--- config.mk ---
export PLATFORM = sky130hd
export DESIGN_NAME = instability_sweep_ctrl_flat
export DESIGN_NICKNAME = d
export VERILOG_FILES = /design/src/rtl/instability_sweep_ctrl_if.sv /design/src/rtl/instability_sweep_ctrl.sv /design/src/flat_wrapper.sv
export SDC_FILE = /design/constraint.sdc
export NUM_CORES = 1
export LEC_CHECK = 0
export ABC_AREA = 1
export BUFFER_PORTS_ARGS = -buffer_cell sky130_fd_sc_hd__clkbuf_2
export CAP_MARGIN = 20
export CORE_MARGIN = 2
export CORE_UTILIZATION = 30
export CTS_BUF_LIST = sky130_fd_sc_hd__clkbuf_4 sky130_fd_sc_hd__clkbuf_8
export DETAILED_ROUTE_END_ITERATION = 6
export PLACE_DENSITY = 0.58
export SLEW_MARGIN = 20
export SYNTH_ARGS = -nofsm -noshare
export SYNTH_HDL_FRONTEND = slang
export SYNTH_SLANG_ARGS = --single-unit
--- constraint.sdc ---
create_clock -name clk -period 2.2 [get_ports clk]
set_input_delay 0.44 -clock clk [delete_from_list [all_inputs] [get_ports clk]]
set_output_delay 0.44 -clock clk [all_outputs]
set_load 0.01 [all_outputs]
--- src/rtl/instability_sweep_ctrl_if.sv ---
// rtl/instability_sweep_ctrl_if.sv - control, bias DAC and Q-measurement signals of the sweep sequencer
interface instability_sweep_ctrl_if #(
    parameter int WIDTH = 10
);
    logic             start;
    logic [WIDTH-1:0] q_measured;
    logic             q_valid;
    logic             meas_req;
    logic [WIDTH-1:0] i_ref_setup;
    logic             busy;
    logic             done;
    logic             found;
    logic             timeout_err;

    modport master (
        input  start, q_measured, q_valid,
        output meas_req, i_ref_setup, busy, done, found, timeout_err
    );

    modport slave (
        output start, q_measured, q_valid,
        input  meas_req, i_ref_setup, busy, done, found, timeout_err
    );
endinterface

--- src/rtl/instability_sweep_ctrl.sv ---
// rtl/instability_sweep_ctrl.sv - coarse/fine i_ref sweep that locates the Q instability point
module instability_sweep_ctrl #(
    parameter int WIDTH         = 10,
    parameter int DELTA         = 300,
    parameter int COARSE_STEP   = 50,
    parameter int FINE_STEP     = 5,
    parameter int SETTLE_CYCLES = 16,
    parameter int TIMEOUT       = 1024
) (
    input  logic                     clk,
    input  logic                     rst,
    instability_sweep_ctrl_if.master bus
);
    localparam int RATIO = COARSE_STEP / FINE_STEP;
    localparam int SW    = $clog2(SETTLE_CYCLES) + 1;
    localparam int TW    = $clog2(TIMEOUT) + 1;
    localparam int FW    = $clog2(RATIO) + 1;

    localparam logic [WIDTH-1:0] I_REF_MAX = '1;
    localparam logic [WIDTH-1:0] C_STEP    = WIDTH'(COARSE_STEP);
    localparam logic [WIDTH-1:0] F_STEP    = WIDTH'(FINE_STEP);
    localparam logic [WIDTH-1:0] DELTA_W   = WIDTH'(DELTA);

    typedef enum logic [2:0] {IDLE, SETTLE, MEASURE, EVAL, DONE} state_t;
    typedef enum logic {COARSE, FINE} phase_t;

    state_t           state, state_n;
    phase_t           phase, phase_n;
    logic             baseline, baseline_n;
    logic [SW-1:0]    settle_cnt, settle_cnt_n;
    logic [TW-1:0]    tmo_cnt, tmo_cnt_n;
    logic [FW-1:0]    fine_cnt, fine_cnt_n;
    logic [WIDTH-1:0] q_new, q_new_n;
    logic [WIDTH-1:0] q_prev, q_prev_n;
    logic [WIDTH-1:0] last_stable, last_stable_n;
    logic [WIDTH-1:0] i_ref, i_ref_n;
    logic             meas_req, meas_req_n;
    logic             busy, busy_n;
    logic             done, done_n;
    logic             found, found_n;
    logic             tmo_err, tmo_err_n;

    logic [WIDTH-1:0] step;
    logic             jump;

    always_ff @(posedge clk) begin
        if (rst) begin
            state       <= IDLE;
            phase       <= COARSE;
            baseline    <= 1'b0;
            settle_cnt  <= '0;
            tmo_cnt     <= '0;
            fine_cnt    <= '0;
            q_new       <= '0;
            q_prev      <= '0;
            last_stable <= '0;
            i_ref       <= I_REF_MAX;
            meas_req    <= 1'b0;
            busy        <= 1'b0;
            done        <= 1'b0;
            found       <= 1'b0;
            tmo_err     <= 1'b0;
        end else begin
            state       <= state_n;
            phase       <= phase_n;
            baseline    <= baseline_n;
            settle_cnt  <= settle_cnt_n;
            tmo_cnt     <= tmo_cnt_n;
            fine_cnt    <= fine_cnt_n;
            q_new       <= q_new_n;
            q_prev      <= q_prev_n;
            last_stable <= last_stable_n;
            i_ref       <= i_ref_n;
            meas_req    <= meas_req_n;
            busy        <= busy_n;
            done        <= done_n;
            found       <= found_n;
            tmo_err     <= tmo_err_n;
        end
    end

    always_comb begin
        state_n       = state;
        phase_n       = phase;
        baseline_n    = baseline;
        settle_cnt_n  = settle_cnt;
        tmo_cnt_n     = tmo_cnt;
        fine_cnt_n    = fine_cnt;
        q_new_n       = q_new;
        q_prev_n      = q_prev;
        last_stable_n = last_stable;
        i_ref_n       = i_ref;
        found_n       = found;
        tmo_err_n     = tmo_err;

        step = (phase == COARSE) ? C_STEP : F_STEP;
        // Unsigned guard first so a large Q drop cannot wrap into a false jump.
        jump = (q_new > q_prev) && ((q_new - q_prev) > DELTA_W);

        case (state)
            IDLE: begin
                if (bus.start) begin
                    state_n      = SETTLE;
                    i_ref_n      = I_REF_MAX;
                    phase_n      = COARSE;
                    baseline_n   = 1'b1;
                    found_n      = 1'b0;
                    tmo_err_n    = 1'b0;
                    settle_cnt_n = '0;
                end
            end
            SETTLE: begin
                if (settle_cnt == SW'(SETTLE_CYCLES - 1)) begin
                    state_n   = MEASURE;
                    tmo_cnt_n = '0;
                end else begin
                    settle_cnt_n = settle_cnt + SW'(1);
                end
            end
            MEASURE: begin
                if (bus.q_valid) begin
                    q_new_n = bus.q_measured;
                    state_n = EVAL;
                end else if (tmo_cnt == TW'(TIMEOUT - 1)) begin
                    state_n   = DONE;
                    tmo_err_n = 1'b1;
                    found_n   = 1'b0;
                    i_ref_n   = I_REF_MAX;
                end else begin
                    tmo_cnt_n = tmo_cnt + TW'(1);
                end
            end
            EVAL: begin
                if (!baseline && jump) begin
                    if (phase == COARSE) begin
                        // Back up to the last stable coarse point and refine below it.
                        i_ref_n      = last_stable;
                        phase_n      = FINE;
                        baseline_n   = 1'b1;
                        fine_cnt_n   = '0;
                        settle_cnt_n = '0;
                        state_n      = SETTLE;
                    end else begin
                        state_n = DONE;
                        found_n = 1'b1;
                        i_ref_n = last_stable;
                    end
                end else begin
                    baseline_n    = 1'b0;
                    q_prev_n      = q_new;
                    last_stable_n = i_ref;
                    if ((phase == FINE) && ((fine_cnt == FW'(RATIO - 1)) || (i_ref < step))) begin
                        // Fine pass spanned the whole coarse interval: current point is the answer.
                        state_n = DONE;
                        found_n = 1'b1;
                        i_ref_n = i_ref;
                    end else if (i_ref < step) begin
                        state_n = DONE;
                        found_n = 1'b0;
                        i_ref_n = I_REF_MAX;
                    end else begin
                        i_ref_n      = i_ref - step;
                        fine_cnt_n   = (phase == FINE) ? fine_cnt + FW'(1) : fine_cnt;
                        settle_cnt_n = '0;
                        state_n      = SETTLE;
                    end
                end
            end
            DONE: begin
                state_n = IDLE;
            end
            default: begin
                state_n = IDLE;
            end
        endcase

        meas_req_n = (state_n == MEASURE);
        busy_n     = (state_n != IDLE);
        done_n     = (state_n == DONE);
    end

    assign bus.meas_req    = meas_req;
    assign bus.i_ref_setup = i_ref;
    assign bus.busy        = busy;
    assign bus.done        = done;
    assign bus.found       = found;
    assign bus.timeout_err = tmo_err;
endmodule

--- src/flat_wrapper.sv ---
// flat-port wrapper written by rule: the top's interface ports become plain ports
module instability_sweep_ctrl_flat 
#(
    parameter int WIDTH         = 10,
    parameter int DELTA         = 300,
    parameter int COARSE_STEP   = 50,
    parameter int FINE_STEP     = 5,
    parameter int SETTLE_CYCLES = 16,
    parameter int TIMEOUT       = 1024
)
  (clk, rst, bus_start, bus_q_measured, bus_q_valid, bus_meas_req, bus_i_ref_setup, bus_busy, bus_done, bus_found, bus_timeout_err);
  instability_sweep_ctrl_if #(.WIDTH(WIDTH)) bus_i ();
  input  logic clk;
  input  logic rst;
  input wire logic [$bits(bus_i.start)-1:0] bus_start;
  input wire logic [$bits(bus_i.q_measured)-1:0] bus_q_measured;
  input wire logic [$bits(bus_i.q_valid)-1:0] bus_q_valid;
  output wire logic [$bits(bus_i.meas_req)-1:0] bus_meas_req;
  output wire logic [$bits(bus_i.i_ref_setup)-1:0] bus_i_ref_setup;
  output wire logic [$bits(bus_i.busy)-1:0] bus_busy;
  output wire logic [$bits(bus_i.done)-1:0] bus_done;
  output wire logic [$bits(bus_i.found)-1:0] bus_found;
  output wire logic [$bits(bus_i.timeout_err)-1:0] bus_timeout_err;
  assign bus_i.start = bus_start;
  assign bus_i.q_measured = bus_q_measured;
  assign bus_i.q_valid = bus_q_valid;
  assign bus_meas_req = bus_i.meas_req;
  assign bus_i_ref_setup = bus_i.i_ref_setup;
  assign bus_busy = bus_i.busy;
  assign bus_done = bus_i.done;
  assign bus_found = bus_i.found;
  assign bus_timeout_err = bus_i.timeout_err;
  instability_sweep_ctrl #(.WIDTH(WIDTH), .DELTA(DELTA), .COARSE_STEP(COARSE_STEP), .FINE_STEP(FINE_STEP), .SETTLE_CYCLES(SETTLE_CYCLES), .TIMEOUT(TIMEOUT)) u_core (.clk(clk), .rst(rst), .bus(bus_i));
endmodule
Word level (Yosys, flattened, before mapping)
Index checks and enable logic that the tools add are counted.
W data, S select, Z words.
{"block": "word_totals", "out_inout_bits": 15, "input_bits": 14, "elab_cells": 119, "register_bits": 71}
{"block": "classes", "n_eq_ne": 23, "muxes": 49, "n_reduce_logical": 23, "n_bitwise": 1, "magnitude_cmp": 3, "add_sub_neg": 5}
{"operator": "$mux W10", "count": 6}
{"operator": "$mux W5", "count": 10}
{"operator": "$mux W11", "count": 3}
{"operator": "$pmux W10 S3", "count": 1}
{"operator": "$mux W3", "count": 8}
{"operator": "$pmux W11 S2", "count": 1}
{"operator": "$sub A10 B10 Y10", "count": 2}
{"operator": "$pmux W5 S3", "count": 1}
{"operator": "$mux W1", "count": 13}
{"operator": "$pmux W3 S4", "count": 1}
{"operator": "$reduce_and A6 Y1", "count": 2}
{"operator": "$add A11 B1 Y11 const B", "count": 1}
{"operator": "$eq A11 B10 Y1 const B", "count": 1}
{"operator": "$add A5 B1 Y5 const B", "count": 2}
{"operator": "$eq A5 B4 Y1 const B", "count": 2}
{"operator": "$gt A10 B10 Y1", "count": 1}
{"operator": "$gt A10 B9 Y1 const B", "count": 1}
{"operator": "$lt A10 B10 Y1", "count": 1}
{"operator": "$ne A2 B1 Y1 const B", "count": 5}
{"operator": "$ne A2 B2 Y1 const B", "count": 5}
{"operator": "$reduce_and A5 Y1", "count": 2}
{"operator": "$eq A3 B2 Y1 const B", "count": 3}
{"operator": "$ne A3 B2 Y1 const B", "count": 3}
{"operator": "$reduce_bool A3 Y1", "count": 3}
{"operator": "16 further kinds", "count": 26}

Logic depth before layout (Yosys ltp)
{"block": "depth", "depth_word": 8, "mapped_depth": 22}

Worst setup path before layout
Ideal clock, no wire load.
{"block": "synth_path", "kind": "flip-flop to flip-flop", "startpoint": "reg u_core.phase", "endpoint": "reg u_core.settle_cnt[3]", "stages_incl_launch_ff": 18, "setup_slack_ns": -0.239, "setup_time_ns": 0.113, "period_less_slack_ns": 2.439, "required_ns": 2.087, "arrival_ns": 2.326, "path_cell_list": "dfxtp_1 -> ha_1 -> inv_1 -> fa_1 -> nand2_1 -> nand2_1 -> nand2_1 -> nand2_1 -> a21oi_4 -> nand3_2 -> a21oi_2 -> inv_2 -> nand2_1 -> nand3_2 -> nand3_2 -> nand2_1 -> nand2_1 -> nor2_1"}
{"block": "synth_between", "elab_chain_len": 6}
{"element": "start, declared", "line_no": "instability_sweep_ctrl.sv:28", "source": "phase_t phase, phase_n;"}
{"element": "start signal, assigned", "line_no": "instability_sweep_ctrl.sv:65", "source": "phase <= phase_n;"}
{"element": "$mux W6", "line_no": "instability_sweep_ctrl.sv:96", "source": "step = (phase == COARSE) ? C_STEP : F_STEP;"}
{"element": "$lt A10 B10 Y1", "line_no": "instability_sweep_ctrl.sv:152, instability_sweep_ctrl.sv:157"}
{"element": "$logic_or A1 B1 Y1", "line_no": "instability_sweep_ctrl.sv:152", "source": "if ((phase == FINE) && ((fine_cnt == FW'(RATIO - 1)) || (i_ref < step))) begin"}
{"element": "$logic_and A1 B1 Y1", "line_no": "instability_sweep_ctrl.sv:152"}
{"element": "$ne A3 B2 Y1 (no line)"}
{"element": "$reduce_and A6 Y1 (no line) (*)"}
{"element": "end signal, assigned", "line_no": "instability_sweep_ctrl.sv:67", "source": "settle_cnt <= settle_cnt_n;"}
{"element": "end, declared", "line_no": "instability_sweep_ctrl.sv:30", "source": "logic [SW-1:0] settle_cnt, settle_cnt_n;"}
Mark *: on every way between the ends. The rest lies on a longest branch, timed or not.
A chain may end at the register's enable or synchronous reset.

Final worst setup path
{"block": "layout_path", "startpoint": "reg u_core.q_new[0]", "endpoint": "reg u_core.i_ref[2] (netlist: u_core.bus.i_ref_setup[2])"}
{"block": "layout_between", "elab_chain_len": 6}
{"element": "start, declared", "line_no": "instability_sweep_ctrl.sv:33", "source": "logic [WIDTH-1:0] q_new, q_new_n;"}
{"element": "start signal, assigned", "line_no": "instability_sweep_ctrl.sv:70", "source": "q_new <= q_new_n;"}
{"element": "$sub A10 B10 Y10", "line_no": "instability_sweep_ctrl.sv:98", "source": "jump = (q_new > q_prev) && ((q_new - q_prev) > DELTA_W);"}
{"element": "$gt A10 B9 Y1", "line_no": "instability_sweep_ctrl.sv:98"}
{"element": "$logic_and A1 B1 Y1 (*)", "line_no": "instability_sweep_ctrl.sv:98"}
{"element": "$logic_and A1 B1 Y1 (*)", "line_no": "instability_sweep_ctrl.sv:134", "source": "if (!baseline && jump) begin"}
{"element": "$ne A3 B2 Y1 (no line) or $mux W10 (tied branches)"}
{"element": "$reduce_and A5 Y1 (no line) or $pmux W10 S3 (tied branches)"}
{"element": "end signal, assigned", "line_no": "instability_sweep_ctrl.sv:73", "source": "i_ref <= i_ref_n;"}
{"element": "end, declared", "line_no": "instability_sweep_ctrl.sv:36", "source": "logic [WIDTH-1:0] i_ref, i_ref_n;"}
Marks and branches as above.

==> impl_metrics.prom <==
# TYPE chip_impl_metric gauge
chip_impl_metric{name="grt_pass1_wl",unit="um"} 18350
chip_impl_metric{name="fin_worst_skew",unit="ns"} 0.01291
chip_impl_metric{name="synth-simple-area-share",unit="%"} 32.28
chip_impl_metric{name="critical_path.max_stage_delay",unit="ns"} 0.52
chip_impl_metric{name="cts_hold_buffers",unit=""} 0
chip_impl_metric{name="clk_transition_reported_paths",unit="ns"} 0.08
chip_impl_metric{name="drt_iter0_markers",unit=""} 247
chip_impl_metric{name="die-width",unit="um"} 121.6
chip_impl_metric{name="boundaryPins",unit=""} 29
chip_impl_metric{name="route.vias.total",unit=""} 4107
chip_impl_metric{name="data_required_time_at_the_worst_endpoint",unit="ns"} 2.45
chip_impl_metric{name="synth-compound-area-share",unit="%"} 14.56
chip_impl_metric{name="fin_crit_sh",unit="%"} 107.9
chip_impl_info{name="standard_cell_with_the_maximum_stage_delay_on_the_critical_path",value="sky130_fd_sc_hd__fa_2"} 1
chip_impl_metric{name="vias_in_the_first_global_route",unit=""} 4065
chip_impl_info{name="synth-main-ff-cell",value="sky130_fd_sc_hd__dfxtp_1"} 1
chip_impl_metric{name="cts.path.max_buffers",unit=""} 2
chip_impl_info{name="cts_root_buf",value="sky130_fd_sc_hd__clkbuf_8"} 1
chip_impl_metric{name="power.density",unit="nW/um^2"} 515.9
chip_impl_metric{name="dr.pass1.iters",unit=""} 4
chip_impl_metric{name="achievable-frequency",unit="MHz"} 421.3
chip_impl_metric{name="synth_area_in_adders",unit="%"} 6.992
chip_impl_info{name="critical_path_class",value="register to register"} 1
chip_impl_metric{name="layout.nets",unit=""} 748
chip_impl_metric{name="cts_htree_levels",unit=""} 3
chip_impl_metric{name="place.gp.congestion",unit=""} 0.9112
chip_impl_metric{name="proportion_of_register_bits_with_asynchronous_set_or_reset_after_synthesis",unit="%"} 0
chip_impl_metric{name="cts_buffers",unit=""} 9
chip_impl_metric{name="final_design_area_no_fill",unit="um^2"} 5456
chip_impl_metric{name="port_buffers",unit=""} 28
chip_impl_info{name="failed_checks",value="setup timing"} 1
chip_impl_metric{name="latest_clock_arrival_within_the_worst_skew_pair",unit="ns"} 0.36
chip_impl_metric{name="fraction_of_final_layout_cells_with_drive_strength_greater_than_1",unit="%"} 27.06
chip_impl_metric{name="finalHoldViolations",unit=""} 0
chip_impl_metric{name="layoutNonFillerInstCount",unit=""} 893
chip_impl_info{name="combinational_family_with_the_most_area_after_synthesis",value="simple AND/OR/NAND/NOR gates"} 1
chip_impl_metric{name="num_rows",unit=""} 42
chip_impl_metric{name="grt_max_degree",unit=""} 28
chip_impl_metric{name="core-area",unit="um^2"} 13400
chip_impl_metric{name="worst_ep_arrival_time",unit="ns"} 2.62
chip_impl_info{name="min_path_type",value="input pin to register"} 1
chip_impl_metric{name="post-place-ws",unit="ns"} -0.2466
chip_impl_info{name="worstSetupStartpointType",value="register"} 1
chip_impl_info{name="most-common-layout-cells",value="sky130_fd_sc_hd__nand2_1 (122), sky130_fd_sc_hd__nor2_1 (85), sky130_fd_sc_hd__inv_1 (72)"} 1
chip_impl_metric{name="path_buf_inv",unit=""} 3
chip_impl_metric{name="synth_cells",unit=""} 611
chip_impl_metric{name="relSlewSlack",unit="%"} 64.99
chip_impl_metric{name="worstMarginPinSlew",unit="ns"} 0.5246
chip_impl_metric{name="drv_slew",unit=""} 0
chip_impl_metric{name="syn_area_per_cell",unit="um^2"} 6.795
chip_impl_metric{name="synth_nets",unit=""} 647
chip_impl_metric{name="start_util",unit="%"} 30.98
chip_impl_info{name="endpoint_kind",value="register"} 1
chip_impl_metric{name="synth.mux.area_fraction",unit="%"} 0
chip_impl_metric{name="critical_path_peak_fanout",unit=""} 9
chip_impl_metric{name="max-vdd-ir-drop",unit="mV"} 0.3170
chip_impl_metric{name="ys_warn_count",unit=""} 0
chip_impl_metric{name="post_drt_via_cell_ratio",unit=""} 4.599
chip_impl_info{name="path_common_cell",value="sky130_fd_sc_hd__nand2_1"} 1
chip_impl_metric{name="yosysUniqueCellTypes",unit=""} 39
chip_impl_metric{name="gr-total-overflow",unit=""} 0
chip_impl_metric{name="maxCapViolations",unit=""} 0
chip_impl_metric{name="post_dp_cell_area",unit="um^2"} 4916
chip_impl_info{name="layout_commonest_cell",value="sky130_fd_sc_hd__nand2_1"} 1
chip_impl_metric{name="setup-violations-final",unit=""} 47
chip_impl_info{name="critical_path.cell_chain",value="inv_2 > ha_4 > inv_2 > fa_2 > nor2_1 > nor2_1 > nand3_1 > nand2_1 > nand2_1 > nand3_2 > nand2_2 > nand2_4 > nand2_8 > nand2_8 > o21ai_4 > buf_4 > a21oi_2 > nand2_1"} 1
chip_impl_metric{name="synth-seq-area-share",unit="%"} 34.24
chip_impl_info{name="cpLargestDelayFamily",value="simple AND/OR/NAND/NOR gates"} 1
chip_impl_metric{name="route.antenna.remaining_nets",unit=""} 0
chip_impl_metric{name="synthesis.area",unit="um^2"} 4151
chip_impl_metric{name="synthToLayoutAreaGrowth",unit="%"} 31.43
chip_impl_metric{name="yosys_register_bits",unit=""} 71
chip_impl_metric{name="antenna-diode-count",unit=""} 0
chip_impl_metric{name="groute.usage.overall",unit="%"} 15.41
chip_impl_metric{name="antenna_found_initial",unit=""} 0
chip_impl_metric{name="drc",unit=""} 0
chip_impl_metric{name="die-area",unit="um^2"} 14800
chip_impl_metric{name="placed_cells",unit=""} 857
chip_impl_metric{name="die_height",unit="um"} 121.6
chip_impl_info{name="tritoncts_clock_tree",value="yes"} 1
chip_impl_metric{name="leakage",unit="nW"} 2.538
chip_impl_info{name="run_status",value="complete, but fails checks"} 1
chip_impl_metric{name="synth_edf_count",unit=""} 0
chip_impl_metric{name="cts.sinks",unit=""} 71
chip_impl_metric{name="detailed_place_hpwl",unit="um"} 7769
chip_impl_info{name="grt_setup_unrepaired",value="true"} 1
chip_impl_metric{name="final.setup.worst_slack",unit="ns"} -0.1734
chip_impl_metric{name="drt-total-wl",unit="um"} 10550
chip_impl_metric{name="total_power",unit="W"} 0.002815
chip_impl_metric{name="post_synth_xor_area_fraction",unit="%"} 2.110
chip_impl_metric{name="period_minus_slack",unit="ns"} 2.373
chip_impl_metric{name="post_drt_wl_per_cell",unit="um"} 11.81
-- cell type report --
| cell class | count | area [um^2] |
|---|---|---|
| fillers | 1365 | 7944 |
| well taps | 176 | 220.2 |
| multi-input cells | 440 | 2502 |
| clock inverters | 6 | 91.34 |
| repair buffers | 103 | 743.2 |
| clock buffers | 10 | 137.6 |
| flip-flops and latches | 71 | 1430 |
| inverters | 87 | 331.6 |
-- timing repair --
item,in CTS,in global routing
pin swaps,11,11
endpoints found under the setup margin,47,51
gates resized for setup,22,26
cloned,0,1
setup buffers,19,2
-- kinds of logic (layout without fill, tap and decap cells) --
kind of cell | count (synthesis) | count (layout)
fa+ha+maj | 22 | 22
xor+xnor | 10 | 10
flops | 71 | 71
buf+inv | 100 | 206
compound gates | 106 | 106
simple gates | 302 | 302
-- routing by layer --
layer | GRT usage, % | up-vias | part of all wire, %
met1 | 19.03 | 1867 | 48
li1 | - | 2168 | -
met2 | 26.09 | 68 | 48
met3 | 3.605 | 4 | 4.0
met4 | 5.819 | 0 | 0.46
met5 | 0 | - | 0
-- state kept, by name, indices dropped and copies added (netlist names) --
register / cells
u_core.baseline: 1
u_core.phase: 1
u_core.tmo_cnt: 11
u_core.bus.meas_req: 1
u_core.bus.timeout_err: 1
u_core.state: 3
u_core.bus.done: 1
u_core.bus.i_ref_setup: 10
u_core.q_prev: 10
u_core.q_new: 10
u_core.bus.found: 1
u_core.last_stable: 10
u_core.bus.busy: 1
u_core.fine_cnt: 5
u_core.settle_cnt: 5
-- Yosys cell counts (3+ instances only) --
| master | count | area [um^2] |
|---|---|---|
| sky130_fd_sc_hd__dfxtp_1 | 71 | 1421 |
| sky130_fd_sc_hd__buf_6 | 3 | 33.78 |
| sky130_fd_sc_hd__ha_1 | 20 | 250.2 |
| sky130_fd_sc_hd__o21ai_0 | 28 | 140.1 |
| sky130_fd_sc_hd__a21oi_2 | 12 | 105.1 |
| sky130_fd_sc_hd__nand4_1 | 13 | 81.33 |
| sky130_fd_sc_hd__nor2_1 | 87 | 326.6 |
| sky130_fd_sc_hd__nand2_1 | 130 | 488.0 |
| sky130_fd_sc_hd__clkbuf_1 | 5 | 18.77 |
| sky130_fd_sc_hd__inv_1 | 77 | 289.0 |
| sky130_fd_sc_hd__nor3_1 | 6 | 30.03 |
| sky130_fd_sc_hd__xor2_1 | 9 | 78.83 |
| sky130_fd_sc_hd__nand2_4 | 4 | 45.04 |
| sky130_fd_sc_hd__nand3_2 | 6 | 60.06 |
| sky130_fd_sc_hd__o21ai_1 | 17 | 85.08 |
| sky130_fd_sc_hd__nand3_1 | 42 | 210.2 |
| sky130_fd_sc_hd__inv_2 | 8 | 30.03 |
| sky130_fd_sc_hd__a21oi_1 | 41 | 205.2 |
| sky130_fd_sc_hd__nand2_2 | 4 | 25.02 |
-- worst reg2reg max path: stages (launching register included) --
cell and delay (ns):
sky130_fd_sc_hd__dfxtp_2 0.33, sky130_fd_sc_hd__inv_2 0.07, sky130_fd_sc_hd__ha_4 0.13, sky130_fd_sc_hd__inv_2 0.04, sky130_fd_sc_hd__fa_2 0.52, sky130_fd_sc_hd__nor2_1 0.04, sky130_fd_sc_hd__nor2_1 0.09, sky130_fd_sc_hd__nand3_1 0.08
sky130_fd_sc_hd__nand2_1 0.06, sky130_fd_sc_hd__nand2_1 0.06, sky130_fd_sc_hd__nand3_2 0.06, sky130_fd_sc_hd__nand2_2 0.07, sky130_fd_sc_hd__nand2_4 0.09, sky130_fd_sc_hd__nand2_8 0.09, sky130_fd_sc_hd__nand2_8 0.10, sky130_fd_sc_hd__o21ai_4 0.08
sky130_fd_sc_hd__buf_4 0.17, sky130_fd_sc_hd__a21oi_2 0.12, sky130_fd_sc_hd__nand2_1 0.06
-- where the power goes --
group	leakage, nW	switching, W	internal [W]
logic	1.85	0.000163	0.000116
registers	0.577	0.0000295	0.00131
clock network	0.113	0.000519	0.000676
total	2.54	0.000712	0.00210
-- through the flow --
stage	hold WS (ns)	TNS (ns)	utilization, %
global placement	0.4451	-4.541	36.69
floorplan	0.4312	-0.1505	-
CTS	0.3144	-5.805	40.09
finish	0.3309	-5.481	40.72
global route	0.3363	-13.86	40.72
detailed placement	0.4521	-8.077	36.69
-- final timing paths --
path                                             to  cells past startpoint                    startpoint  slack, ns
max          u_core.bus.i_ref_setup[2]$_SDFFE_PP1P_                     18  u_core.q_new[0]$_SDFFE_PP0P_      -0.17
min                    u_core.q_new[4]$_SDFFE_PP0P_                      3             bus_q_measured[4]       0.33
max reg2reg  u_core.bus.i_ref_setup[2]$_SDFFE_PP1P_                     18  u_core.q_new[0]$_SDFFE_PP0P_      -0.17
min reg2reg            u_core.baseline$_SDFFE_PP0P_                      2  u_core.baseline$_SDFFE_PP0P_       0.46
Power figures use the tool's default switching activity.
